`src/rtl/mips_muldiv_unit.sv`:
```
// Iterative 32-bit multiply/divide unit owning the architectural HI/LO registers.
// Runs MULT/MULTU (shift-add) and DIV/DIVU (restoring), one bit per cycle,
// and takes MTHI/MTLO writes directly while idle.
module mips_muldiv_unit #(
    parameter int unsigned WIDTH = 32,
    parameter int unsigned CNT_W = 5
) (
    input  logic             clk,
    input  logic             rst_n,
    input  logic             start,
    input  logic [1:0]       op,
    input  logic [WIDTH-1:0] rs,
    input  logic [WIDTH-1:0] rt,
    input  logic             mthi,
    input  logic             mtlo,
    output logic             busy,
    output logic             done,
    output logic [WIDTH-1:0] hi,
    output logic [WIDTH-1:0] lo
);

    localparam int unsigned PW  = 2 * WIDTH;
    localparam int unsigned MSB = WIDTH - 1;

    typedef enum logic [1:0] {
        IDLE = 2'd0,
        PREP = 2'd1,
        CALC = 2'd2,
        FIX  = 2'd3
    } state_t;

    state_t state;
    state_t state_nxt;

    logic [1:0]       op_q;
    logic [WIDTH-1:0] rs_q;
    logic [WIDTH-1:0] rt_q;
    logic [WIDTH-1:0] mcand;    // multiplicand or divisor magnitude
    logic [WIDTH-1:0] acc;      // upper product half or partial remainder
    logic [WIDTH-1:0] work;     // multiplier/lower product or dividend/quotient
    logic             sign_q;
    logic             sign_r;
    logic [CNT_W-1:0] cnt;

    logic             is_div;
    logic             is_sgn;
    logic             div_zero;
    logic [WIDTH:0]   mul_sum;
    logic [WIDTH:0]   div_shift;
    logic [WIDTH:0]   div_trial;
    logic [PW-1:0]    prod_fix;
    logic [WIDTH-1:0] hi_res;
    logic [WIDTH-1:0] lo_res;

    assign is_div   = op_q[1];
    assign is_sgn   = op_q[0];
    assign div_zero = is_div && (rt_q == '0);

    // State register
    always_ff @(posedge clk or negedge rst_n) begin
        if (!rst_n) begin
            state <= IDLE;
        end else begin
            state <= state_nxt;
        end
    end

    // Next-state logic
    always_comb begin
        state_nxt = state;
        case (state)
            IDLE: if (start) state_nxt = PREP;
            PREP: state_nxt = div_zero ? FIX : CALC;
            CALC: if (cnt == CNT_W'(WIDTH - 1)) state_nxt = FIX;
            FIX:  state_nxt = IDLE;
            default: state_nxt = IDLE;
        endcase
    end

    // Per-iteration step values and final HI/LO results
    always_comb begin
        mul_sum   = {1'b0, acc} + (work[0] ? {1'b0, mcand} : (WIDTH + 1)'(0));
        div_shift = {acc, work[MSB]};
        div_trial = div_shift - {1'b0, mcand};
        prod_fix  = {acc, work};
        hi_res    = acc;
        lo_res    = work;
        if (is_sgn && sign_q) begin
            prod_fix = PW'(0) - {acc, work};
        end
        if (div_zero) begin
            hi_res = rs_q;
            lo_res = '1;
        end else if (is_div) begin
            lo_res = (is_sgn && sign_q) ? WIDTH'(0) - work : work;
            hi_res = (is_sgn && sign_r) ? WIDTH'(0) - acc  : acc;
        end else begin
            hi_res = prod_fix[PW-1:WIDTH];
            lo_res = prod_fix[WIDTH-1:0];
        end
    end

    // Datapath, HI/LO and status registers
    always_ff @(posedge clk or negedge rst_n) begin
        if (!rst_n) begin
            op_q   <= '0;
            rs_q   <= '0;
            rt_q   <= '0;
            mcand  <= '0;
            acc    <= '0;
            work   <= '0;
            sign_q <= 1'b0;
            sign_r <= 1'b0;
            cnt    <= '0;
            busy   <= 1'b0;
            done   <= 1'b0;
            hi     <= '0;
            lo     <= '0;
        end else begin
            done <= 1'b0;
            case (state)
                IDLE: begin
                    if (start) begin
                        op_q <= op;
                        rs_q <= rs;
                        rt_q <= rt;
                        busy <= 1'b1;
                    end else begin
                        if (mthi) hi <= rs;
                        if (mtlo) lo <= rs;
                    end
                end
                PREP: begin
                    sign_q <= is_sgn && (rs_q[MSB] ^ rt_q[MSB]);
                    sign_r <= is_sgn && rs_q[MSB];
                    work   <= (is_sgn && rs_q[MSB]) ? WIDTH'(0) - rs_q : rs_q;
                    mcand  <= (is_sgn && rt_q[MSB]) ? WIDTH'(0) - rt_q : rt_q;
                    acc    <= '0;
                    cnt    <= '0;
                end
                CALC: begin
                    if (is_div) begin
                        // Restoring step: keep the trial difference only if non-negative
                        if (!div_trial[WIDTH]) begin
                            acc  <= div_trial[WIDTH-1:0];
                            work <= {work[MSB-1:0], 1'b1};
                        end else begin
                            acc  <= div_shift[WIDTH-1:0];
                            work <= {work[MSB-1:0], 1'b0};
                        end
                    end else begin
                        acc  <= mul_sum[WIDTH:1];
                        work <= {mul_sum[0], work[MSB:1]};
                    end
                    cnt <= cnt + CNT_W'(1);
                end
                FIX: begin
                    hi   <= hi_res;
                    lo   <= lo_res;
                    done <= 1'b1;
                    busy <= 1'b0;
                end
                default: ;
            endcase
        end
    end

endmodule

```
`config.mk`:
```
export PLATFORM = sky130hd
export DESIGN_NAME = mips_muldiv_unit
export DESIGN_NICKNAME = d
export VERILOG_FILES = /design/src/rtl/mips_muldiv_unit.sv
export SDC_FILE = /design/constraint.sdc
export NUM_CORES = 1
export LEC_CHECK = 0
export BUFFER_PORTS_ARGS = -buffer_cell sky130_fd_sc_hd__buf_2
export CORE_MARGIN = 5
export CORE_UTILIZATION = 60
export CTS_CLUSTER_SIZE = 12
export DETAILED_ROUTE_END_ITERATION = 12
export GPL_TIMING_DRIVEN = 0
export PLACE_DENSITY = 0.87
export SYNTH_ARGS = -nofsm -noshare
export SYNTH_HDL_FRONTEND = slang
export SYNTH_SLANG_ARGS = --single-unit
```
`constraint.sdc`:
```
create_clock -name clk -period 4 [get_ports clk]
set_input_delay 0.2 -clock clk [delete_from_list [all_inputs] [get_ports clk]]
set_output_delay 0.2 -clock clk [all_outputs]
set_load 0.02 [all_outputs]
```
==> results.rst <==
.. list-table::
   :header-rows: 1

   * - Metric
     - Value
   * - Most common cell in the netlist
     - sky130_fd_sc_hd__dfrtp_1
   * - Number of distinct library cells after synthesis
     - 83
   * - Number of max-slew violations in the final report
     - 0
   * - Final-report setup violation count
     - 0
   * - TritonCTS clock tree
     - done
   * - Die H
     - 180 um
   * - P_leak
     - 0.00885 uW
   * - Worst rel slew slack
     - 27.2%
   * - Worst EP required
     - 4.48 ns
   * - Pin count of the biggest net entering global routing
     - 121
   * - Most area-hungry cell type in the Yosys netlist
     - sky130_fd_sc_hd__dfrtp_1
   * - Largest voltage drop on the vdd net
     - 0.630 mV
   * - Wire length reported by the detailed router
     - 64,000 um
   * - Max-cap check violation count
     - 0
   * - Critical path startpoint
     - work[0]
   * - Antenna-violating nets left
     - 0
   * - Fraction of layout cells with a size suffix above 1
     - 12.9%
   * - Top_reg_cell synth
     - sky130_fd_sc_hd__dfrtp_1
   * - Power density over the cells
     - 1050 mW/mm^2
   * - Timing-limited maximum frequency
     - 0.254 GHz
   * - Detailed Routing Iterations Pass 1
     - 8
   * - Cell types with the largest area share after synthesis
     - sky130_fd_sc_hd__dfrtp_1, sky130_fd_sc_hd__xnor2_1, sky130_fd_sc_hd__ha_1
   * - CTS HTree Levels
     - 1
   * - Total number of yosys warnings
     - 0
   * - Most frequent cells after synthesis
     - sky130_fd_sc_hd__dfrtp_1, sky130_fd_sc_hd__nor2_1, sky130_fd_sc_hd__o21ai_0
   * - Count of endpoints failing hold in the final timing report
     - 0
   * - Total chip power
     - 21,200 uW
   * - Non-Filler Instances
     - 2,705
   * - Via count of the first global-routing pass
     - 17.7k
   * - Mapped cell area
     - 0.0173 mm^2
   * - Kind of cell adding the most delay to the critical path
     - simple AND/OR/NAND/NOR gates
   * - #FFs+latches synth
     - 237
   * - Proportion of synthesized chip area in sequential cells
     - 34.2%
   * - Delay of the slowest critical-path stage
     - 0.62 ns
   * - Vias/cell
     - 6.48
   * - Register Area
     - 0.00593 mm^2
   * - Std-Cell Core Area
     - 0.0286 mm^2
   * - Outcome
     - complete, no violations
   * - Setup TNS Final
     - 0 ns
   * - Worst hold path class
     - input pin to register
   * - First-iteration detailed-routing DRC count
     - 1,935
   * - Detailed-placement wirelength estimate
     - 47,200 um
   * - Die Width
     - 180 um
   * - Number of enable flip-flop cells after synthesis
     - 0
   * - First-pass GRT wire length
     - 98,600 um
   * - Multi-input gate area in the final layout
     - 0.0106 mm^2
   * - Worst-Margin Slew
     - 1.08 ns
   * - Routed wirelength normalized by instance count
     - 23.7 um
   * - Fill cell instance count of the final layout
     - 2,171
   * - Number of antenna repair diodes
     - 0
   * - Total vias in the final route
     - 17.5k
   * - Area share of the leading cell type in the synthesized netlist
     - 34.2%
   * - Startpoint class of the critical path
     - register
   * - Total gr overflow
     - 0
   * - CP cell instances
     - clkinvlp_4 -> clkbuf_4 -> ha_1 -> nor4b_4 -> buf_4 -> nand4_1 -> or3_1 -> nor2_4 -> a21oi_1 -> o31a_1 -> o311ai_1 -> o21ai_0 -> o21ai_1
   * - Critical register-to-register path startpoint
     - work[0]
   * - Clock tree buffer depth
     - 3
   * - Average cell area after synthesis
     - 8.41 um^2
   * - Detailed-route DRC error count
     - 0
   * - Final Net Count
     - 2,450
   * - Synth-to-Final Area Change
     - 16.6%
   * - Crit path time final
     - 3.93 ns
   * - Final core utilization
     - 70.6%
   * - DP Cell Count
     - 2,583
   * - Post-synthesis async set-or-reset flop share
     - 100%
   * - Worst Path Buf+Inv
     - 3
   * - Clock Sinks
     - 237
   * - Cells after Synth
     - 2,062
   * - Final weighted congestion of routability-driven global placement
     - 1.03
   * - Worst Path Arrival
     - 4.41 ns
   * - Worst hold path startpoint
     - start
   * - Initial Util
     - 60.6%
   * - Quantity of I/O buffers inserted on ports
     - 136
   * - Area enclosed by the die boundary
     - 0.0324 mm^2
   * - Cell Rows
     - 62
   * - Post-Syn Nets
     - 2,209
   * - Slowest cell on the critical path
     - sky130_fd_sc_hd__or3_1
   * - Number of buffers created by CTS
     - 28
   * - Critical Path End Type
     - register
   * - Crit Path Category
     - register to register
   * - Worst-case clock skew
     - 0.0132 ns
   * - Crit path max fanout
     - 10
   * - Worst skew pair latency
     - 0.55 ns
   * - Clk Tree Root Cell
     - sky130_fd_sc_hd__clkbuf_16
   * - Antenna violations before repair
     - 0
   * - I/O Pins
     - 137
   * - Gr usage total
     - 38.1%
   * - Part of the cycle the worst path needs
     - 98.4%
   * - Clock-pin slew of the registers on the worst-case setup and hold paths
     - 0.06 ns
[stage by stage]
step / instance area, um^2 / worst slack [ns] / hold slack [ns]
floorplan: 17300 / 0.632 / -0.0956
CTS: 20100 / -0.0129 / 0.101
finish: 20200 / 0.0651 / 0.121
global placement: 18500 / -1.38 / 0.431
detailed placement: 18500 / -0.972 / 0.325
global route: 20200 / -0.0433 / 0.187
[sequential cells by signal, summed over array words and instances (netlist names), 2 cells and up]
name	count
op_q	2
rs_q	32
mcand	32
acc	32
work	32
lo	32
state	2
hi	32
cnt	5
rt_q	32
[metal layers]
metal	share of wire (%)	GRT usage, %	vias up
met5	0	0	-
met4	6.8	22.2	0
met3	8.1	5.76	246
met2	48	65.7	1029
met1	37	45.2	8313
li1	-	-	7952
[layout by cell type (no fill, tap or decap), types with 13 or more instances in the layout]
cell type | synthesis | layout
sky130_fd_sc_hd__mux2_2 | 70 | 70
sky130_fd_sc_hd__buf_2 | 3 | 138
sky130_fd_sc_hd__o211ai_1 | 52 | 52
sky130_fd_sc_hd__and3_1 | 16 | 16
sky130_fd_sc_hd__nor2_1 | 191 | 191
sky130_fd_sc_hd__o21ai_0 | 183 | 181
sky130_fd_sc_hd__a21oi_1 | 171 | 171
sky130_fd_sc_hd__dlygate4sd3_1 | 0 | 67
sky130_fd_sc_hd__inv_1 | 87 | 86
sky130_fd_sc_hd__ha_1 | 74 | 74
sky130_fd_sc_hd__a21o_1 | 20 | 20
sky130_fd_sc_hd__xor2_1 | 46 | 46
sky130_fd_sc_hd__dfrtp_1 | 237 | 237
sky130_fd_sc_hd__a221o_1 | 13 | 13
sky130_fd_sc_hd__nor3_1 | 30 | 30
sky130_fd_sc_hd__or3_1 | 26 | 26
sky130_fd_sc_hd__xnor2_1 | 128 | 128
sky130_fd_sc_hd__nand3_1 | 52 | 52
sky130_fd_sc_hd__nand2_1 | 180 | 180
sky130_fd_sc_hd__clkbuf_16 | 0 | 29
sky130_fd_sc_hd__and2_1 | 14 | 14
sky130_fd_sc_hd__nand2b_1 | 18 | 18
sky130_fd_sc_hd__nor4_1 | 24 | 23
sky130_fd_sc_hd__o22ai_1 | 30 | 30
sky130_fd_sc_hd__mux2i_1 | 45 | 45
sky130_fd_sc_hd__o221ai_1 | 22 | 21
sky130_fd_sc_hd__a31oi_1 | 29 | 27
sky130_fd_sc_hd__clkbuf_1 | 106 | 107
[worst min-delay path: cells and delay by family]
family / cells / cell delay [ns]
multiplexers: 1 / 0.12
AND/OR/NAND/NOR: 1 / 0.06
buffers and inverters: 2 / 0.16
AO/OA/AOI/OAI: 1 / 0.08
[logic make-up (layout without fill, tap and decap cells)]
kind of cell / count (synthesis) / in the layout / share of synthesized area, %
DFF: 237 / 237 / 34.2
and+or+nand+nor: 621 / 622 / 17.0
muxes: 115 / 115 / 7.14
xor gates and xnor gates: 174 / 174 / 8.79
AOI/OAI and AO/OA: 626 / 626 / 22.5
adders and majority gates: 76 / 76 / 5.57
buffers and inverters: 213 / 471 / 4.76
[final cells by class]
class | instances | share of cell area, %
Clock inverter | 9 | 0.402
Tap cell | 384 | 2.38
Buffer | 121 | 2.45
Inverter | 91 | 1.71
Timing Repair Buffer | 211 | 7.13
Clock buffer | 39 | 3.97
Multi-Input combinational cell | 1613 | 52.6
Sequential cell | 237 | 29.3
[worst paths after layout]
path,to,slack [ns],depth (start not counted)
max,hi[22],0.07,13
min in group asynchronous,lo[2],0.27,2
max reg2reg,hi[22],0.07,13
min reg2reg,lo[24],0.47,2
max in group asynchronous,hi[27],2.60,3
min,busy,0.12,5
[what timing repair did]
| action | 4_1_cts | 5_1_grt |
|---|---|---|
| gates cloned | 0 | 1 |
| endpoints found under the setup margin | 54 | 48 |
| pin swaps | 1 | 2 |
| endpoints found under the hold margin | 196 | 0 |
| hold buffers | 67 | 0 |
| resized for setup | 13 | 13 |
| buffers inserted | 1 | 6 |
[report_power, final]
group / internal [uW] / switching [uW]
registers: 3630 / 1470
logic: 4810 / 8760
clock network: 1450 / 1040
total: 9890 / 11300
Power figures use the tool's default switching activity.
